**config.mk**
```make
export PLATFORM = sky130hd
export DESIGN_NAME = tanh_lut_arbiter_flat
export DESIGN_NICKNAME = d
export VERILOG_FILES = /design/src/rtl/tanh_lut_arbiter_if.sv /design/src/rtl/tanh_lut_arbiter.sv /design/src/flat_wrapper.sv
export SDC_FILE = /design/constraint.sdc
export NUM_CORES = 1
export LEC_CHECK = 0
export BUFFER_PORTS_ARGS = -buffer_cell sky130_fd_sc_hd__buf_2
export CORE_MARGIN = 4
export CORE_UTILIZATION = 52
export CTS_CLUSTER_DIAMETER = 150
export DETAILED_ROUTE_END_ITERATION = 10
export HOLD_SLACK_MARGIN = 0.02
export PLACE_DENSITY = 0.79
export SLEW_MARGIN = 20
export SYNTH_ARGS = -nofsm -noshare
export SYNTH_HDL_FRONTEND = slang
export SYNTH_HIERARCHICAL = 1
export SYNTH_SLANG_ARGS = --single-unit
export TNS_END_PERCENT = 30
```
**constraint.sdc**
```tcl
create_clock -name clk -period 2.9 [get_ports clk]
set_input_delay 0.58 -clock clk [delete_from_list [all_inputs] [get_ports clk]]
set_output_delay 0.58 -clock clk [all_outputs]
set_load 0.1 [all_outputs]
```
**src/rtl/tanh_lut_arbiter_if.sv**
```systemverilog
// Request/result bundle between the accumulator array, the tanh arbiter and the next layer.
// Latency: none (wires only).
// Backpressure: req_ready grants requesters; res_ready throttles the result stream.
interface tanh_lut_arbiter_if #(
    parameter int NUM_REQ = 4,
    parameter int ACC_W   = 24,
    parameter int ID_W    = 2
);
    logic [NUM_REQ-1:0]       req_valid;
    logic [NUM_REQ*ACC_W-1:0] req_acc;
    logic [NUM_REQ-1:0]       req_ready;
    logic                     res_valid;
    logic                     res_ready;
    logic [15:0]              res_data;
    logic [ID_W-1:0]          res_id;

    // Requester/consumer side
    modport master (
        output req_valid, req_acc, res_ready,
        input  req_ready, res_valid, res_data, res_id
    );

    // Arbiter side
    modport slave (
        input  req_valid, req_acc, res_ready,
        output req_ready, res_valid, res_data, res_id
    );
endinterface

```
**src/rtl/tanh_lut_arbiter.sv**
```systemverilog
// Generic show-ahead FIFO used for the tagged tanh results.
// Latency: write visible at the head one cycle after push; head read is combinational.
// Backpressure: pops only when out_rdy; a push into a full FIFO is accepted only with a same-cycle pop.
module tanh_lut_arbiter_fifo #(
    parameter int W     = 18,
    parameter int DEPTH = 4
) (
    input  logic                       clk,
    input  logic                       rst_n,
    input  logic                       in_vld,
    input  logic [W-1:0]               in_dat,
    output logic                       out_vld,
    input  logic                       out_rdy,
    output logic [W-1:0]               out_dat,
    output logic [$clog2(DEPTH):0]     count
);
    localparam int AW = $clog2(DEPTH);
    localparam int CW = AW + 1;
    localparam logic [CW-1:0] FULL = CW'(DEPTH);

    logic [W-1:0]  mem_q [DEPTH];
    logic [W-1:0]  mem_d [DEPTH];
    logic [AW-1:0] wr_q, wr_d;
    logic [AW-1:0] rd_q, rd_d;
    logic [CW-1:0] cnt_q, cnt_d;
    logic          do_push, do_pop;

    // Next-state for storage, pointers and occupancy; push and pop may coincide at any fill level
    always_comb begin
        mem_d   = mem_q;
        wr_d    = wr_q;
        rd_d    = rd_q;
        do_pop  = out_rdy && (cnt_q != '0);
        do_push = in_vld && ((cnt_q != FULL) || do_pop);
        if (do_push) begin
            mem_d[wr_q] = in_dat;
            wr_d        = wr_q + AW'(1);
        end
        if (do_pop) begin
            rd_d = rd_q + AW'(1);
        end
        cnt_d = cnt_q + CW'(do_push) - CW'(do_pop);
    end

    // State registers
    always_ff @(posedge clk or negedge rst_n) begin
        if (!rst_n) begin
            for (int i = 0; i < DEPTH; i++) begin
                mem_q[i] <= '0;
            end
            wr_q  <= '0;
            rd_q  <= '0;
            cnt_q <= '0;
        end else begin
            mem_q <= mem_d;
            wr_q  <= wr_d;
            rd_q  <= rd_d;
            cnt_q <= cnt_d;
        end
    end

    assign out_vld = (cnt_q != '0);
    assign out_dat = out_vld ? mem_q[rd_q] : '0;
    assign count   = cnt_q;
endmodule

// Round-robin share of one tanh LUT among NUM_REQ accumulators, results tagged by requester ID.
// Latency: grant in T -> lut_addr in T+1 -> result at FIFO head in T+2 at the earliest.
// Backpressure: grants only while (reads in flight + FIFO entries) < RES_DEPTH; results held under res_ready=0.
module tanh_lut_arbiter #(
    parameter int NUM_REQ   = 4,
    parameter int ACC_W     = 24,
    parameter int RES_DEPTH = 4,
    parameter int ID_W      = 2
) (
    input  logic                 clk,
    input  logic                 rst_n,
    tanh_lut_arbiter_if.slave    bus,
    output logic [7:0]           lut_addr,
    input  logic [15:0]          lut_data,
    output logic                 busy
);
    localparam int PTR_W = (NUM_REQ > 1) ? $clog2(NUM_REQ) : 1;
    localparam int CNT_W = $clog2(RES_DEPTH) + 1;
    localparam int CW1   = CNT_W + 1;
    localparam logic [CW1-1:0] CREDIT_LIM = CW1'(RES_DEPTH);

    typedef struct packed {
        logic [ID_W-1:0] id;
        logic [15:0]     dat;
    } res_t;

    // Arbitration state and LUT read stage
    logic [PTR_W-1:0] ptr_q, ptr_d;
    logic [7:0]       lut_addr_q, lut_addr_d;
    logic [ID_W-1:0]  tag_q, tag_d;
    logic             rd_vld_q, rd_vld_d;
    logic             en_q, en_d;

    logic [PTR_W-1:0]   gnt_idx, cand;
    logic               gnt_found;
    logic               credit_ok;
    logic               xfer;
    logic [NUM_REQ-1:0] req_ready;
    logic [CW1-1:0]     used;

    logic [ACC_W-1:0]   acc_sel;
    logic [ACC_W-16:0]  acc_upper;
    logic [15:0]        sat_val;
    logic [7:0]         lut_idx;

    res_t               push_dat, head_dat;
    logic               fifo_vld;
    logic [CNT_W-1:0]   fifo_cnt;

    // Round-robin search starting one past the last winner
    always_comb begin
        gnt_found = 1'b0;
        gnt_idx   = '0;
        cand      = '0;
        for (int k = 1; k <= NUM_REQ; k++) begin
            cand = PTR_W'((int'(ptr_q) + k) % NUM_REQ);
            if (!gnt_found && bus.req_valid[cand]) begin
                gnt_found = 1'b1;
                gnt_idx   = cand;
            end
        end
    end

    // Credit: every grant owns a FIFO slot until its result is popped; en_q keeps grants off during reset
    always_comb begin
        used      = CW1'(rd_vld_q) + CW1'(fifo_cnt);
        credit_ok = en_q && (used < CREDIT_LIM);
        req_ready = (gnt_found && credit_ok) ? (NUM_REQ'(1) << gnt_idx) : '0;
        xfer      = |(bus.req_valid & req_ready);
    end

    // Clamp the winning accumulator to Q4.12 and map it to the LUT index (s>>>8)+128
    always_comb begin
        acc_sel   = bus.req_acc[gnt_idx*ACC_W +: ACC_W];
        acc_upper = acc_sel[ACC_W-1:15];
        if ((&acc_upper) || (~|acc_upper)) begin
            sat_val = acc_sel[15:0];
        end else if (acc_sel[ACC_W-1]) begin
            sat_val = 16'h8000;
        end else begin
            sat_val = 16'h7FFF;
        end
        lut_idx = {~sat_val[15], sat_val[14:8]};
    end

    // Next-state for pointer, LUT address, tag and the read-in-flight flag
    always_comb begin
        ptr_d      = ptr_q;
        lut_addr_d = lut_addr_q;
        tag_d      = tag_q;
        rd_vld_d   = xfer;
        en_d       = 1'b1;
        if (xfer) begin
            ptr_d      = gnt_idx;
            lut_addr_d = lut_idx;
            tag_d      = ID_W'(gnt_idx);
        end
    end

    // Pipeline registers; lut_addr holds its last value when nothing is granted
    always_ff @(posedge clk or negedge rst_n) begin
        if (!rst_n) begin
            ptr_q      <= PTR_W'(NUM_REQ - 1);
            lut_addr_q <= 8'h80;
            tag_q      <= '0;
            rd_vld_q   <= 1'b0;
            en_q       <= 1'b0;
        end else begin
            ptr_q      <= ptr_d;
            lut_addr_q <= lut_addr_d;
            tag_q      <= tag_d;
            rd_vld_q   <= rd_vld_d;
            en_q       <= en_d;
        end
    end

    // LUT data returned the cycle after the address register loads is captured with its tag
    always_comb begin
        push_dat.id  = tag_q;
        push_dat.dat = lut_data;
    end

    tanh_lut_arbiter_fifo #(
        .W     ($bits(res_t)),
        .DEPTH (RES_DEPTH)
    ) u_res_fifo (
        .clk     (clk),
        .rst_n   (rst_n),
        .in_vld  (rd_vld_q),
        .in_dat  (push_dat),
        .out_vld (fifo_vld),
        .out_rdy (bus.res_ready),
        .out_dat (head_dat),
        .count   (fifo_cnt)
    );

    assign bus.req_ready = req_ready;
    assign bus.res_valid = fifo_vld;
    assign bus.res_data  = head_dat.dat;
    assign bus.res_id    = head_dat.id;
    assign lut_addr      = lut_addr_q;
    assign busy          = rd_vld_q | (fifo_cnt != '0);
endmodule

```
**src/flat_wrapper.sv**
```systemverilog
// flat-port wrapper written by rule: the top's interface ports become plain ports
module tanh_lut_arbiter_flat 
#(
    parameter int NUM_REQ   = 4,
    parameter int ACC_W     = 24,
    parameter int RES_DEPTH = 4,
    parameter int ID_W      = 2
)
  (clk, rst_n, lut_addr, lut_data, busy, bus_req_valid, bus_req_acc, bus_res_ready, bus_req_ready, bus_res_valid, bus_res_data, bus_res_id);
  tanh_lut_arbiter_if #(.NUM_REQ(NUM_REQ), .ACC_W(ACC_W), .ID_W(ID_W)) bus_i ();
  input  logic clk;
  input  logic rst_n;
  output logic [7:0] lut_addr;
  input  logic [15:0] lut_data;
  output logic busy;
  input wire logic [$bits(bus_i.req_valid)-1:0] bus_req_valid;
  input wire logic [$bits(bus_i.req_acc)-1:0] bus_req_acc;
  input wire logic [$bits(bus_i.res_ready)-1:0] bus_res_ready;
  output wire logic [$bits(bus_i.req_ready)-1:0] bus_req_ready;
  output wire logic [$bits(bus_i.res_valid)-1:0] bus_res_valid;
  output wire logic [$bits(bus_i.res_data)-1:0] bus_res_data;
  output wire logic [$bits(bus_i.res_id)-1:0] bus_res_id;
  assign bus_i.req_valid = bus_req_valid;
  assign bus_i.req_acc = bus_req_acc;
  assign bus_i.res_ready = bus_res_ready;
  assign bus_req_ready = bus_i.req_ready;
  assign bus_res_valid = bus_i.res_valid;
  assign bus_res_data = bus_i.res_data;
  assign bus_res_id = bus_i.res_id;
  tanh_lut_arbiter #(.NUM_REQ(NUM_REQ), .ACC_W(ACC_W), .RES_DEPTH(RES_DEPTH), .ID_W(ID_W)) u_core (.clk(clk), .rst_n(rst_n), .bus(bus_i), .lut_addr(lut_addr), .lut_data(lut_data), .busy(busy));
endmodule
```
==> run metrics, run 1 <==
status=finished clean; number of buffers inserted for hold repair after clock tree synthesis=0; number of core rows=35; initial drt markers=133; Setup CP Type=reg -> out; commonest cells after routing, fill and taps aside=114 x buf_2, 90 x dfrtp_1, 74 x mux2_2; worst slew margin relative to its limit=28.6%; r2r endpoint=u_core/lut_addr[2]$_DFFE_PN0P_; warnings from Yosys=6; post-synthesis instance area=0.00493 sq mm; post-route ant nets=0; number of sinks on the clock net=93; count of flip-flops with a built-in enable after synthesis=0; Total GRT Usage=20.5%; startpoint of the most critical register-to-register path=u_core/ptr_q[1]$_DFFE_PN1P_; wire length of the first global-routing pass=18400 microns; starting density of the core=53.4%; TritonCTS clock tree=done; Core Util, Final=65.5%; CTS Root Cell=clkbuf_8; syn_nets=530; Remaining Overflow, GRT=0; share of the yosys chip area belonging to registers=47.2%; biggest cell delay along the critical path=0.62 ns; die outline area=0.0111 sq mm; achievable clock frequency=360 MHz; number of top-level pins=151; average cell area after synthesis=12.2 sq um; CP startpoint kind=register; floorplan core area=0.00924 sq mm; number of levels the H-tree was split into=3; Max Clock Skew=0.0101 ns; number of distinct library cells after synthesis=46; area of all sequential standard cells=0.00233 sq mm; Multi-input gate area=0.00248 sq mm; die boundary height=105 microns; Port Buffers=118; Main synth FF type=dfrtp_1; Placer Congestion=0.862; DRC errors left=0; die width=105 microns; antenna violations before repair=0; sum of routed wire length over all layers=10800 microns; chain of cells forming the critical path=mux2i_1, a2bb2oi_2, and2_4, and3_2, buf_2; clock transition time at the flip-flop clock pins of the worst setup and hold paths=0.09 ns; post-route clock period utilization=95.8%; via count=3652; arrival time of data at the critical path endpoint=2.20 ns; Synth Register Bits=93; CTS max path bufs=2; RSZ-0062 raised after global routing=yes; net count reported at finish=656; number of buffers created by CTS=9; Critical-path top delay cell=dfstp_2; data required time at the worst endpoint=2.32 ns; Placement Setup Slack=-0.0320 ns; worst setup margin=0.121 ns; via density per instance=5.50; r2r worst-path depth=7; first-pass detailed-route iteration total=4; post-synthesis cell count=404; most common cell after layout, fill and taps aside=buf_2; fill cell count=720; clock latency reported for the late side of the worst-skew pair=0.35 ns; maximum fanout along the worst path=9; proportion of synthesized flip-flops having asynchronous set or reset=100%; layout cell share with drive strength beyond 1=49.5%; largest net degree at the start of global routing=54; via count of the first global-routing pass=3946; total inserted antenna cells=0; Setup violations, final=0; detailed placer's ending HPWL=7840 microns; category of the worst setup path capture point=primary output; final period demand of the worst path=2.78 ns; worst reg-to-reg setup slack=0.22 ns; count of pins over their slew limit=0; Hold Violations, Final=0; area growth from synthesis to layout=22.6%; average wire per cell in the routed design=16.3 microns; worst-margin pin slew=1.07 ns; number of max-cap violations=0; HP Class=in -> async
-- worst max-delay path by stage --
stage / startpoint / to
2_1_floorplan: u_core/ptr_q[1]$_DFFE_PN1P_ / bus_req_ready[2]
3_3_place_gp: bus_req_valid[0] / u_core/lut_addr[4]$_DFFE_PN0P_
3_5_place_dp: bus_req_valid[0] / u_core/lut_addr[2]$_DFFE_PN0P_
4_1_cts: u_core/ptr_q[1]$_DFFE_PN1P_ / bus_req_ready[2]
5_1_grt: u_core/ptr_q[1]$_DFFE_PN1P_ / bus_req_ready[3]
6_report: u_core/ptr_q[1]$_DFFE_PN1P_ / bus_req_ready[0]
-- worst max-delay path, delay by kind of cell, from the launching register on --
kind            cells  cell delay (ns)
simple gates        2             0.40
buf+inv             1             0.42
mux                 1             0.24
compound gates      1             0.17
flops               1             0.62
-- final cells by class --
type                       count  area share (%)
timing repair buffer         137            13.2
inverter                       6           0.372
sequential                    93            38.5
multi-input combinational    283            41.0
tap                          129            2.67
clock buffer                  10            2.28
clock inverter                 6            1.92
-- per-stage QoR --
stage	area (sq um)	TNS [ns]	hold WS, ns	cells
CTS	6010	0	0.199	660
finish	6050	0	0.189	664
global placement	5750	0	0.444	644
detailed placement	5750	-0.123	0.450	644
floorplan	4960	-0.430	0.284	404
global route	6050	-0.0165	0.224	664
-- synthesized netlist by cell type, types with 4 or more instances --
library cell | number | area, sq um
buf_6 | 6 | 67.6
dfrtp_1 | 90 | 2250
nand3_1 | 17 | 85.1
inv_1 | 5 | 18.8
buf_2 | 5 | 25.0
nor2_2 | 4 | 25.0
o21ai_0 | 22 | 110
mux2_2 | 74 | 833
nand2_1 | 52 | 195
clkbuf_1 | 11 | 41.3
xnor2_1 | 4 | 35.0
mux4_2 | 18 | 405
ha_1 | 6 | 75.1
o311ai_1 | 7 | 61.3
nor2_1 | 6 | 22.5
and2_1 | 19 | 119
a32oi_1 | 16 | 140
-- flip-flops by register name (all words and copies together) (netlist names) --
name	cells
u_core/u_res_fifo/mem_q	72
u_core/lut_addr	8
u_core/u_res_fifo/count	3
u_core/ptr_q	2
u_core/tag_q	2
u_core/u_res_fifo/rd_q	2
u_core/u_res_fifo/wr_q	2
u_core/en_q	1
u_core/rd_vld_q	1
-- what timing repair did --
action,4_1_cts,5_1_grt
setup buffers,0,4
gates resized for setup,3,1
setup endpoints to repair,4,3
-- cell families after synthesis --
group / synth area share [%]
AOI/OAI and AO/OA: 8.67
xor gates and xnor gates: 0.887
adders and majority gates: 1.93
buffers and inverters: 3.17
DFF: 47.2
muxes: 25.7
other: 0.0760
and+or+nand+nor: 12.3
-- metal layers --
metal,track usage [%],wire [microns],up-vias
li1,-,-,1727
met1,25.9,4500,1754
met2,34.9,5330,151
met3,3.92,777,20
met4,7.87,240,0
met5,0,0,-
Power of run 1 is left out: the tool's default activity adds up to more than one toggle a clock period on the data nets, which glitch-free logic cannot reach.
==> inputs of run 2 (changes only) <==
--- a/config.mk
+++ b/config.mk
@@ -6,12 +6,14 @@
 export NUM_CORES = 1
 export LEC_CHECK = 0
 export BUFFER_PORTS_ARGS = -buffer_cell sky130_fd_sc_hd__buf_2
+export CELL_PAD_IN_SITES_DETAIL_PLACEMENT = 0
+export CELL_PAD_IN_SITES_GLOBAL_PLACEMENT = 2
 export CORE_MARGIN = 4
-export CORE_UTILIZATION = 52
+export CORE_UTILIZATION = 33
 export CTS_CLUSTER_DIAMETER = 150
 export DETAILED_ROUTE_END_ITERATION = 10
 export HOLD_SLACK_MARGIN = 0.02
-export PLACE_DENSITY = 0.79
+export PLACE_DENSITY = 0.78
 export SLEW_MARGIN = 20
 export SYNTH_ARGS = -nofsm -noshare
 export SYNTH_HDL_FRONTEND = slang
==> run 2 against run 1 <==
Compared with the run above: cell count up 9.2%; sequential share of layout area down 1.3 points; core utilization fell by 23 points; worst hold slack gained 0.039 ns; critical path depth up 1; routed wire length increased by 9.0%; clock skew rose by 0.00058 ns; die area is 53% higher; largest cell class unchanged.
==> run metrics, run 2 (synthesis gave the netlist of run 1 again) <==
status=finished clean; register name with the most flops=u_core/u_res_fifo/mem_q; detailed placer's ending HPWL=8430 microns; via count=3659; number of buffers created by CTS=9; count of pins over their slew limit=0; Hold Violations, Final=0; via count of the first global-routing pass=3798; floorplan core area=0.0146 sq mm; first-pass detailed-route iteration total=4; r2r worst-path depth=8; achievable clock frequency=363 MHz; Total GRT Usage=14.5%; average wire per cell in the routed design=16.3 microns; Layout Cells excl Fill=725; Setup CP Type=reg -> out; TritonCTS clock tree=done; initial drt markers=134; net count reported at finish=662; startpoint of the most critical register-to-register path=u_core/ptr_q[1]$_DFFE_PN1P_; clock latency reported for the late side of the worst-skew pair=0.35 ns; DRC errors left=0; most common cell after layout, fill and taps aside=buf_2; HP Class=in -> async; arrival time of data at the critical path endpoint=2.17 ns; starting density of the core=33.8%; category of the worst setup path capture point=primary output; Placer Congestion=0.803; Placed Cells=706; die width=130 microns; commonest cells after routing, fill and taps aside=113 x buf_2, 90 x dfrtp_1, 74 x mux2_2; CP startpoint kind=register; final period demand of the worst path=2.75 ns; CTS max path bufs=2; Port Buffers=118; number of top-level pins=151; number of sinks on the clock net=93; Max Clock Skew=0.0107 ns; post-route clock period utilization=94.9%; r2r endpoint=u_core/lut_addr[2]$_DFFE_PN0P_; data required time at the worst endpoint=2.32 ns; layout cell share with drive strength beyond 1=50.1%; die boundary height=130 microns; Setup violations, final=0; number of max-cap violations=0; total inserted antenna cells=0; sum of routed wire length over all layers=11800 microns; worst reg-to-reg setup slack=0.28 ns; Largest register FFs=72; clock transition time at the flip-flop clock pins of the worst setup and hold paths=0.07 ns; number of core rows=44; Remaining Overflow, GRT=0; antenna violations before repair=0; number of levels the H-tree was split into=3; worst-margin pin slew=0.567 ns; via density per instance=5.05; RSZ-0062 raised after global routing=no; area growth from synthesis to layout=26.7%; wire length of the first global-routing pass=19400 microns; maximum fanout along the worst path=19; post-route ant nets=0; CTS Root Cell=clkbuf_16; largest net degree at the start of global routing=53; worst slew margin relative to its limit=62.2%; die outline area=0.0170 sq mm
[run 2: timing repair]
item,4_1_cts,5_1_grt
pin swaps,0,1
setup endpoints to repair,3,2
gates resized for setup,3,0
hold buffers,0,0
buffers inserted,0,3
[run 2: per-layer routing]
| metal | routed length, microns | share of wire [%] | track usage (%) | up-vias |
|---|---|---|---|---|
| li1 | - | - | - | 1745 |
| met1 | 5250 | 44 | 19.0 | 1777 |
| met2 | 5530 | 47 | 23.3 | 124 |
| met3 | 858 | 7.3 | 3.77 | 13 |
| met4 | 177 | 1.5 | 5.13 | 0 |
| met5 | 0 | 0 | 0 | - |
[run 2: through the flow]
stage | hold slack, ns | util [%] | TNS, ns | instance area (sq um) | setup WS, ns
4_1_cts | 0.245 | 42.7 | 0 | 6230 | 0.0678
6_report | 0.228 | 42.9 | 0 | 6250 | 0.148
3_5_place_dp | 0.457 | 40.4 | -0.337 | 5900 | -0.0695
5_1_grt | 0.270 | 42.9 | 0 | 6250 | 0.0265
2_1_floorplan | 0.284 | - | -0.430 | 4960 | -0.252
3_3_place_gp | 0.448 | 40.4 | 0 | 5900 | 0.00539
[run 2: worst max-delay path by stage]
stage	from	endpoint	slack, ns
CTS	u_core/ptr_q[1]$_DFFE_PN1P_	bus_req_ready[2]	0.07
detailed placement	bus_req_valid[0]	u_core/lut_addr[2]$_DFFE_PN0P_	-0.07
global route	u_core/ptr_q[1]$_DFFE_PN1P_	bus_req_ready[2]	0.03
floorplan	u_core/ptr_q[1]$_DFFE_PN1P_	bus_req_ready[2]	-0.25
global placement	bus_req_valid[0]	u_core/lut_addr[5]$_DFFE_PN0P_	0.005
finish	u_core/ptr_q[1]$_DFFE_PN1P_	bus_req_ready[2]	0.15
[run 2: final cells by class]
type | count | area, sq um
Clock buffer | 10 | 239
Clock inverter | 6 | 86.3
Inverter | 6 | 22.5
Fill cell | 1392 | 8340
Multi-Input combinational cell | 283 | 2470
Timing Repair Buffer | 143 | 870
Tap cell | 184 | 230
Sequential cell | 93 | 2330
[run 2: worst max-delay path: stages, from the launching register on]
cell and delay, ns:
dfstp_2 0.61, mux2i_1 0.23, a2bb2oi_2 0.17, and2_4 0.21, buf_6 0.19, and3_1 0.23, buf_12 0.19
Power of run 2 is left out for the same reason.
